$ cat config.mk
export PLATFORM = sky130hd
export DESIGN_NAME = comporta_servo_pwm_flat
export DESIGN_NICKNAME = d
export VERILOG_FILES = /design/src/rtl/comporta_servo_pwm_pkg.sv /design/src/rtl/comporta_servo_pwm_if.sv /design/src/rtl/comporta_servo_pwm_contador_periodo.sv /design/src/rtl/comporta_servo_pwm.sv /design/src/flat_wrapper.sv
export SDC_FILE = /design/constraint.sdc
export NUM_CORES = 1
export LEC_CHECK = 0
export ABC_AREA = 1
export BUFFER_PORTS_ARGS = -buffer_cell sky130_fd_sc_hd__buf_2
export CAP_MARGIN = 15
export CORE_MARGIN = 2
export CORE_UTILIZATION = 40
export CTS_CLUSTER_SIZE = 14
export DETAILED_ROUTE_END_ITERATION = 16
export PLACE_DENSITY = 0.55
export SLEW_MARGIN = 15
export SYNTH_ARGS = -nofsm -noshare
export SYNTH_HDL_FRONTEND = slang
export SYNTH_SLANG_ARGS = --single-unit
$ cat constraint.sdc
create_clock -name clock -period 3.51 [get_ports clock]
set_input_delay 0.702 -clock clock [delete_from_list [all_inputs] [get_ports clock]]
set_output_delay 0.702 -clock clock [all_outputs]
set_load 0.03 [all_outputs]
$ cat src/rtl/comporta_servo_pwm_pkg.sv
// Shared constants and state encoding for the gate servo PWM driver.
// The gate control unit and top level import the same definitions.
package comporta_servo_pwm_pkg;

   typedef enum logic [3:0] {
      DESLIGADO = 4'b0000,
      ALTO      = 4'b0001,
      BAIXO     = 4'b0010
   } estado_t;

   localparam logic [3:0] DB_ESTADO_INVALIDO = 4'b1111;

   localparam int N_PADRAO             = 3;
   localparam int PERIODO_PADRAO       = 1_000_000;
   localparam int LARGURA_MIN_PADRAO   = 50_000;
   localparam int LARGURA_PASSO_PADRAO = 7_143;

endpackage

$ cat src/rtl/comporta_servo_pwm_if.sv
// Position in, PWM and debug/status out, between the gate datapath and the servo driver.
interface comporta_servo_pwm_if
   import comporta_servo_pwm_pkg::*;
#(
   parameter int N = N_PADRAO
);
   logic         ligar;
   logic [N-1:0] posicao;
   logic         pwm;
   logic [N-1:0] dbPosicao;
   logic         fimPeriodo;
   logic         aplicado;
   logic [3:0]   dbEstado;

   modport master (
      output ligar, posicao,
      input  pwm, dbPosicao, fimPeriodo, aplicado, dbEstado
   );

   modport slave (
      input  ligar, posicao,
      output pwm, dbPosicao, fimPeriodo, aplicado, dbEstado
   );
endinterface

$ cat src/rtl/comporta_servo_pwm_contador_periodo.sv
// Modulo-PERIODO cycle counter; fim flags the last cycle of the period.
module contador_periodo #(
   parameter int PERIODO = 20,
   parameter int CW      = 5
) (
   input  logic          clock,
   input  logic          reset,
   input  logic          zera,
   input  logic          conta,
   output logic [CW-1:0] cnt,
   output logic          fim
);
   localparam logic [CW-1:0] ULTIMO = CW'(PERIODO - 1);

   logic [CW-1:0] cnt_q;
   logic [CW-1:0] cnt_d;

   always_ff @(posedge clock) begin
      if (!reset) begin
         cnt_q <= '0;
      end else begin
         cnt_q <= cnt_d;
      end
   end

   always_comb begin
      cnt_d = cnt_q;
      if (zera) begin
         cnt_d = '0;
      end else if (conta) begin
         cnt_d = (cnt_q == ULTIMO) ? '0 : cnt_q + CW'(1);
      end
   end

   assign cnt = cnt_q;
   assign fim = (cnt_q == ULTIMO);
endmodule

$ cat src/rtl/comporta_servo_pwm.sv
// Servo PWM driver: latches the gate position only at period boundaries so
// the pulse is never glitched, and exposes debug/status pulses.
module comporta_servo_pwm
   import comporta_servo_pwm_pkg::*;
#(
   parameter int N             = N_PADRAO,
   parameter int PERIODO       = PERIODO_PADRAO,
   parameter int LARGURA_MIN   = LARGURA_MIN_PADRAO,
   parameter int LARGURA_PASSO = LARGURA_PASSO_PADRAO
) (
   input  logic                clock,
   input  logic                reset,
   comporta_servo_pwm_if.slave bus
);
   localparam int CW = (PERIODO > 1) ? $clog2(PERIODO) : 1;
   localparam longint LARGURA_MAX = longint'(LARGURA_MIN)
                                  + ((longint'(1) << N) - 1) * longint'(LARGURA_PASSO);
   localparam logic [CW-1:0] L_MIN   = CW'(LARGURA_MIN);
   localparam logic [CW-1:0] L_PASSO = CW'(LARGURA_PASSO);

   if (LARGURA_MIN < 1 || LARGURA_MAX >= longint'(PERIODO)) begin : g_param_invalido
      $error("comporta_servo_pwm: widest pulse must fit inside PERIODO and LARGURA_MIN >= 1");
   end

   estado_t       state_q, state_d;
   logic [CW-1:0] largura_q, largura_d;
   logic [N-1:0]  db_posicao_q, db_posicao_d;
   logic          pwm_q, pwm_d;
   logic          fim_periodo_q, fim_periodo_d;
   logic          aplicado_q, aplicado_d;
   logic [3:0]    db_estado;
   logic          latch;
   logic          zera, conta, fim;
   logic [CW-1:0] cnt;

   contador_periodo #(
      .PERIODO (PERIODO),
      .CW      (CW)
   ) u_contador (
      .clock (clock),
      .reset (reset),
      .zera  (zera),
      .conta (conta),
      .cnt   (cnt),
      .fim   (fim)
   );

   always_ff @(posedge clock) begin
      if (!reset) begin
         state_q       <= DESLIGADO;
         largura_q     <= L_MIN;
         db_posicao_q  <= '0;
         pwm_q         <= 1'b0;
         fim_periodo_q <= 1'b0;
         aplicado_q    <= 1'b0;
      end else begin
         state_q       <= state_d;
         largura_q     <= largura_d;
         db_posicao_q  <= db_posicao_d;
         pwm_q         <= pwm_d;
         fim_periodo_q <= fim_periodo_d;
         aplicado_q    <= aplicado_d;
      end
   end

   // Position and pulse width only change on a latch, so a period is never altered midway.
   always_comb begin
      state_d      = state_q;
      latch        = 1'b0;
      largura_d    = largura_q;
      db_posicao_d = db_posicao_q;
      case (state_q)
         DESLIGADO: begin
            if (bus.ligar) begin
               latch   = 1'b1;
               state_d = ALTO;
            end
         end
         ALTO: begin
            if (cnt == largura_q - CW'(1)) begin
               state_d = BAIXO;
            end
         end
         BAIXO: begin
            if (fim) begin
               latch   = bus.ligar;
               state_d = bus.ligar ? ALTO : DESLIGADO;
            end
         end
         default: state_d = DESLIGADO;
      endcase
      if (latch) begin
         db_posicao_d = bus.posicao;
         largura_d    = L_MIN + CW'(bus.posicao) * L_PASSO;
      end
   end

   always_comb begin
      conta         = (state_q == ALTO) || (state_q == BAIXO);
      zera          = !conta || ((state_q == BAIXO) && fim);
      pwm_d         = (state_q == ALTO);
      fim_periodo_d = (state_q == BAIXO) && fim;
      aplicado_d    = latch && ((state_q == DESLIGADO) || (bus.posicao != db_posicao_q));
      case (state_q)
         DESLIGADO, ALTO, BAIXO: db_estado = state_q;
         default:                db_estado = DB_ESTADO_INVALIDO;
      endcase
   end

   assign bus.pwm        = pwm_q;
   assign bus.dbPosicao  = db_posicao_q;
   assign bus.fimPeriodo = fim_periodo_q;
   assign bus.aplicado   = aplicado_q;
   assign bus.dbEstado   = db_estado;
endmodule

$ cat src/flat_wrapper.sv
// flat-port wrapper written by rule: the top's interface ports become plain ports
module comporta_servo_pwm_flat import comporta_servo_pwm_pkg::*;
#(
   parameter int N             = N_PADRAO,
   parameter int PERIODO       = PERIODO_PADRAO,
   parameter int LARGURA_MIN   = LARGURA_MIN_PADRAO,
   parameter int LARGURA_PASSO = LARGURA_PASSO_PADRAO
)
  (clock, reset, bus_ligar, bus_posicao, bus_pwm, bus_dbPosicao, bus_fimPeriodo, bus_aplicado, bus_dbEstado);
  comporta_servo_pwm_if #(.N(N)) bus_i ();
  input  logic clock;
  input  logic reset;
  input wire logic [$bits(bus_i.ligar)-1:0] bus_ligar;
  input wire logic [$bits(bus_i.posicao)-1:0] bus_posicao;
  output wire logic [$bits(bus_i.pwm)-1:0] bus_pwm;
  output wire logic [$bits(bus_i.dbPosicao)-1:0] bus_dbPosicao;
  output wire logic [$bits(bus_i.fimPeriodo)-1:0] bus_fimPeriodo;
  output wire logic [$bits(bus_i.aplicado)-1:0] bus_aplicado;
  output wire logic [$bits(bus_i.dbEstado)-1:0] bus_dbEstado;
  assign bus_i.ligar = bus_ligar;
  assign bus_i.posicao = bus_posicao;
  assign bus_pwm = bus_i.pwm;
  assign bus_dbPosicao = bus_i.dbPosicao;
  assign bus_fimPeriodo = bus_i.fimPeriodo;
  assign bus_aplicado = bus_i.aplicado;
  assign bus_dbEstado = bus_i.dbEstado;
  comporta_servo_pwm #(.N(N), .PERIODO(PERIODO), .LARGURA_MIN(LARGURA_MIN), .LARGURA_PASSO(LARGURA_PASSO)) u_core (.clock(clock), .reset(reset), .bus(bus_i));
endmodule
==> run metrics, run 1 <==
global-route wire length before repair 15100 um; run status completed; die area 0.00973 sq mm; fmax 343 MHz; PortBufs 15; P_sw 489 uW; std cell rows 34; Post-synth EDFFs 0; hold path start u_core.largura_q[2]$_SDFFE_PN0P_; Largest stage delay, worst path 0.55 ns; critical path's slowest cell fa_1; htree depth 2; vias in the first global route 3083; R2R setup slack 1.20 ns; Setup Skew 0.00447 ns; post_cts resized 0; ys async rst share 0; synthesized instance count 533; final setup vio count 0; Longest Clk Path Bufs 2; final worst-path cycle share 0.831; share of cells above drive strength 1 0.104; area leader, netlist dfxtp_1; Lkg Pwr 0.00171 uW; class of the worst hold path reg2reg; GR Util met3 0.0213; Flop pwr share 0.438; max-cap violations 0; Placement Setup Slack 0.277 ns; IO Pins 16; final hold violations 0; Num CTS Buffers 5; Routed Antenna Nets 0; Detailed Route WL 8930 um; Avg Cell Area, Syn 6.73 sq um; clk_lat worst skew 0.30 ns; CP top delay family adder cells; die height 98.7 um; Setup crit start kind input pin; initial core utilization 0.411; Hold Path End u_core.largura_q[2]$_SDFFE_PN0P_; CTS sink count 44; crit path kind in2reg; critical path required time 3.71 ns; fin cells 655; sequential-to-total area share from yosys stat 0.246; Sw Share 0.374; Ys Warns 0; Power, Total 1310 uW; synth cell count leaders 121 x nand2_1, 67 x inv_1, 67 x nor2_1; hold buffer count at cts 0; Comb power frac 0.325; number of antenna violations at the first check in global routing 0; hold depth 2; synth top area cells dfxtp_1 25%, nand2_1 13%, ha_1 11%, inv_1 7.0%, nor2_1 7.0%; r2r endpoint u_core.state_q[0]$_SDFFE_PN0P_; All-Layer GR Usage 0.191; Synth Cell Area 0.00358 sq mm; via-per-instance ratio 4.96; Die X 98.7 um; RSZ-0062 raised after global routing no; worst reg2reg path startpoint u_core.bus.dbPosicao[0]$_SDFFE_PN0P_; CORE AREA 0.00872 sq mm; hpwl dp 7430 um; crit path capture type flop; WP data arrival 3.11 ns; post-route minimum period 2.92 ns; Yosys top cell area share 0.246; Final GP Congestion 0.909; syn nets 574; routing usage on met2 0.326; Synth Flop Type dfxtp_1; grt peak-use layer met2; Worst-path clk slew 0.08 ns; largest net degree at the start of global routing 16; Clk pwr share 0.237; CTS tree done; Root Buffer clkbuf_8; R2R depth 16; Crit path buffers/inverters 2; met1 GRT Util 0.253; drt first pass iters 4; Synth Register Bits 44; highest fanout seen on the critical path 10; initial DRC count 101; post-DR wirelength/cell 13.6 um; DRC viols 0; worst slew pin tran 0.677 ns; via count 3250; grt ovf 0; critical path, cell by cell buf_2, fa_1, ha_1, ha_1, fa_1, nand2_1, and3_1, o21ai_1, nand3_1, nand2_1, xor2_1, o21ai_0, inv_1; Area growth, synth to finish 6.77%; Slew headroom 0.537; worst ir drop on vdd 0.169 mV; post-CTS setup repair buffer count 0; DP Cell Count 648; ant diodes 0; cell area power density 342 mW/mm^2; total internal power 818 uW; fin nets 588; Fin Setup TNS 0 ns; PnR worst setup slack 0.594 ns; Final Max Tran Viols 0; number of library cell types mapped by synthesis 41; top-count cell post-synth nand2_1
state kept, by name, summed over array words and instances, names as in the netlist:
signal / count
u_core.bus.fimPeriodo: 1
u_core.bus.pwm: 1
u_core.largura_q: 16
u_core.bus.dbPosicao: 3
u_core.state_q: 2
u_core.bus.aplicado: 1
u_core.u_contador.cnt: 20
power by group through the flow:
stage          Clock, uW  Sequential [uW]  Combinational, uW
6_report             309              573                425
5_1_grt              340              579                486
4_1_cts              320              573                426
3_5_place_dp           0              585                424
3_3_place_gp           0              585                421
2_1_floorplan          0              581                321
cell families (layout without fill, tap and decap cells):
group,Yosys count,after routing,synth area share
AND/OR/NAND/NOR,273,273,0.349
buffers and inverters,83,97,0.0953
AO/OA/AOI/OAI,68,68,0.106
flip-flops,44,44,0.246
adder cells (fa/ha/maj),35,35,0.131
XOR/XNOR,30,30,0.0733
layout by cell type (no fill, tap or decap), types with 4 or more instances in the layout:
cell      instances
inv_1            67
nand3_1          31
inv_2             5
xor2_1           16
clkbuf_8          5
o21ai_0          23
nand4_1          10
nor2_1           67
fa_1              4
nand3b_1          5
ha_1             31
xnor2_1          14
buf_2            15
a21oi_1          29
nand2_1         121
nand2_2           6
dfxtp_1          44
nor3_1            6
nor2_2            9
area by class of cell:
class	count	area, sq um
Tap cell	108	135
Inverter	72	270
Fill cell	944	4890
Clock inverter	2	12.5
Clock buffer	5	68.8
Sequential cell	44	881
Multi-Input combinational cell	406	2360
Timing Repair Buffer	18	97.6
metrics by stage:
stage	cell area (sq um)	hold slack, ns	util
5_1_grt	3830	0.554	0.439
3_3_place_gp	3750	0.512	0.430
2_1_floorplan	3580	0.447	-
4_1_cts	3830	0.528	0.439
6_report	3830	0.525	0.439
3_5_place_dp	3750	0.516	0.430
layer usage:
layer / share of wire / wire length [um]
met5: 0 / 0
met4: 0.021 / 191
met1: 0.47 / 4200
met3: 0.027 / 241
met2: 0.48 / 4300
worst reg2reg max path: stages (launching register included):
cell,delay [ns]
dfxtp_1,0.55
inv_2,0.13
ha_1,0.31
inv_1,0.10
nand2_1,0.07
nand2_1,0.07
nand2_1,0.04
nand2_1,0.05
nand2_1,0.04
nor2_1,0.13
nand2_1,0.07
inv_1,0.05
nand3_1,0.09
nor2_1,0.12
nand3_2,0.15
a21oi_1,0.17
nor2_1,0.06
worst max-delay path by stage:
stage	start	depth (start not counted)	slack (ns)	to
finish	bus_posicao[0]	13	0.59	u_core.largura_q[13]$_SDFFE_PN0P_
global route	bus_posicao[1]	18	0.40	u_core.largura_q[15]$_SDFFE_PN1P_
CTS	bus_posicao[0]	13	0.61	u_core.largura_q[13]$_SDFFE_PN0P_
detailed placement	bus_posicao[0]	13	0.28	u_core.largura_q[13]$_SDFFE_PN0P_
global placement	bus_posicao[0]	13	0.31	u_core.largura_q[13]$_SDFFE_PN0P_
floorplan	bus_posicao[0]	12	0.64	u_core.largura_q[13]$_SDFFE_PN0P_
(Power assumes the default switching activity.)
==> run 2: changes to the inputs <==
--- a/config.mk
+++ b/config.mk
@@ -12,7 +12,7 @@
 export CORE_UTILIZATION = 40
 export CTS_CLUSTER_SIZE = 14
 export DETAILED_ROUTE_END_ITERATION = 16
-export PLACE_DENSITY = 0.55
+export PLACE_DENSITY = 0.57
 export SLEW_MARGIN = 15
 export SYNTH_ARGS = -nofsm -noshare
 export SYNTH_HDL_FRONTEND = slang
==> constraint.sdc (replaced) <==
create_clock -name clock -period 2.65 [get_ports clock]
set_input_delay 0.53 -clock clock [delete_from_list [all_inputs] [get_ports clock]]
set_output_delay 0.53 -clock clock [all_outputs]
set_load 0.03 [all_outputs]
==> run 2 against run 1 <==
  * Clock power increased by 42%
  * Non-clock buffer count increased by 22
  * Largest cell class unchanged
  * Critical endpoint unchanged
  * Wire length decreased by 2.1%
  * Via count increased by 2.4%
  * First-iteration DRC count increased by 5.9%
  * Critical path type unchanged
  * Register-to-register slack got worse by 0.80 ns
  * Highest routed layer unchanged
  * Setup slack got worse by 0.42 ns
==> run metrics, run 2 (synthesis gave the netlist of run 1 again) <==
run status completed; Clk pwr share 0.243 (+0.006); Placed Area 0.00391 sq mm (+4.5%); die height 98.7 um (unchanged); R2R depth 12 (-4); r2r endpoint u_core.state_q[0]$_SDFFE_PN0P_; final worst-path cycle share 0.936; WHS 0.505 ns (-0.0207 ns); share of cells above drive strength 1 0.149 (+0.0449); via count 3327 (+2.4%); crit path capture type flop; Routed Antenna Nets 0 (unchanged); Num CTS Buffers 5 (unchanged); All-Layer GR Usage 0.184 (-0.00669); fmax 403 MHz; clk_lat worst skew 0.30 ns (about the same); worst reg2reg path startpoint u_core.bus.dbPosicao[0]$_SDFFE_PN0P_; cell area power density 449 mW/mm^2 (+31%); Setup Skew 0.00527 ns (+0.000796 ns); Hold Path End u_core.largura_q[1]$_SDFFE_PN0P_; post-route design area 0.00402 sq mm (+5.1%); Longest Clk Path Bufs 2 (unchanged); Final GP Congestion 0.851 (-6.4%); Area growth, synth to finish 12.2%; Lkg Pwr 0.00182 uW (+6.6%); initial core utilization 0.411 (unchanged); crit path kind in2reg; most frequent cells in the layout 120 x nand2_1, 66 x inv_1, 66 x nor2_1, 44 x dfxtp_1; post-DR wirelength/cell 12.9 um (-5.4%); total internal power 1160 uW (+41%); number of antenna violations at the first check in global routing 0 (unchanged); Largest register FFs 20 (unchanged); CTS tree done; max-cap violations 0 (unchanged); IO Pins 16 (unchanged); std cell rows 34 (unchanged); largest net degree at the start of global routing 25 (+9); die area 0.00973 sq mm (unchanged); Flop pwr share 0.419 (-0.019); Sw Share 0.359 (-0.0146); Detailed Route WL 8750 um (-2.1%); initial DRC count 107 (+5.9%); P_sw 648 uW (+33%); DRC viols 0 (unchanged); vias in the first global route 3134 (+1.7%); PnR worst setup slack 0.169 ns (-0.424 ns); hold depth 2 (unchanged); post-CTS setup repair buffer count 0 (unchanged); grt ovf 0 (unchanged); FF/Latch Area 881 sq um (unchanged); worst ir drop on vdd 0.179 mV (+5.8%); WP data arrival 2.68 ns (-0.43 ns); class of the worst hold path reg2reg; Placement Setup Slack -0.230 ns (-0.507 ns); final hold violations 0 (unchanged); htree depth 2 (unchanged); Final Max Tran Viols 0 (unchanged); Root Buffer clkbuf_8; R2R setup slack 0.40 ns (-0.80 ns); fin nets 610 (+3.7%); Slew headroom 0.745 (+0.208); post-route minimum period 2.48 ns; CORE AREA 0.00872 sq mm (unchanged); via-per-instance ratio 4.91 (-1.1%); drt first pass iters 4 (unchanged); Die X 98.7 um (unchanged); hpwl dp 7320 um (-1.6%); DP Cell Count 670 (+3.4%); post_cts resized 0 (unchanged); hold buffer count at cts 0 (unchanged); highest fanout seen on the critical path 4 (-6); Setup crit start kind input pin; CTS sink count 44 (unchanged); most common cell after layout, fill and taps aside nand2_1; final setup vio count 0 (unchanged); hold path start u_core.largura_q[1]$_SDFFE_PN0P_; critical path required time 2.85 ns (-0.86 ns); fillers 918 (-2.8%); area of the multi-input gates 0.00238 sq mm (+0.85%); Worst-path clk slew 0.08 ns (about the same); global-route wire length before repair 14600 um (-2.8%); worst slew pin tran 0.373 ns (-0.304 ns); fin cells 678 (+3.5%); Comb power frac 0.338 (+0.013); PortBufs 15 (unchanged); ant diodes 0 (unchanged)
==> run 2: through the flow <==
stage	total power [uW]	util	setup TNS [ns]
after floorplan	1190	-	0
after global placement	1360	0.449	-0.591
after detailed placement	1370	0.449	-0.956
after CTS	1810	0.459	0
after global routing	1930	0.461	-0.0121
final	1810	0.461	0
==> run 2: layer usage <==
metal  global-route usage  share of wire  up-vias
met3               0.0213          0.026       11
met4               0.0527          0.020        0
met5                    0              0        -
met1                0.236           0.48     1488
li1                     -              -     1781
met2                0.327           0.48       47
==> run 2: worst max-delay path: stages <==
cell and delay (ns):
buf_2 0.14, fa_1 0.49, ha_1 0.20, ha_1 0.20
fa_2 0.35, nand2_1 0.07, and3_4 0.20, o21ai_2 0.07
nand3_1 0.08, nand2_2 0.06, xor2_1 0.14, o21ai_1 0.11
inv_1 0.04
==> run 2: worst max path at each step <==
stage	start	to	slack, ns	cells after the start
floorplan	bus_posicao[0]	u_core.largura_q[13]$_SDFFE_PN0P_	0.002	12
global placement	bus_posicao[1]	u_core.largura_q[13]$_SDFFE_PN0P_	-0.19	13
detailed placement	bus_posicao[1]	u_core.largura_q[13]$_SDFFE_PN0P_	-0.23	13
CTS	bus_posicao[1]	u_core.largura_q[13]$_SDFFE_PN0P_	0.09	13
global route	bus_posicao[2]	u_core.largura_q[15]$_SDFFE_PN1P_	-0.01	18
finish	bus_posicao[1]	u_core.largura_q[13]$_SDFFE_PN0P_	0.17	13
==> run 2: power by group through the flow <==
stage                     Clock (uW)  Sequential (uW)  Combinational [uW]
final                            439              757                 609
after global placement             0              771                 592
after global routing             472              765                 690
after floorplan                    0              769                 425
after CTS                        450              756                 604
after detailed placement           0              772                 600
==> run 2: area by class of cell <==
| type | count | area share |
|---|---|---|
| well taps | 108 | 0.0336 |
| flip-flops and latches | 44 | 0.219 |
| clock buffers | 8 | 0.0224 |
| multi-input cells | 406 | 0.592 |
| repair buffers | 40 | 0.0653 |
| inverters | 72 | 0.0672 |
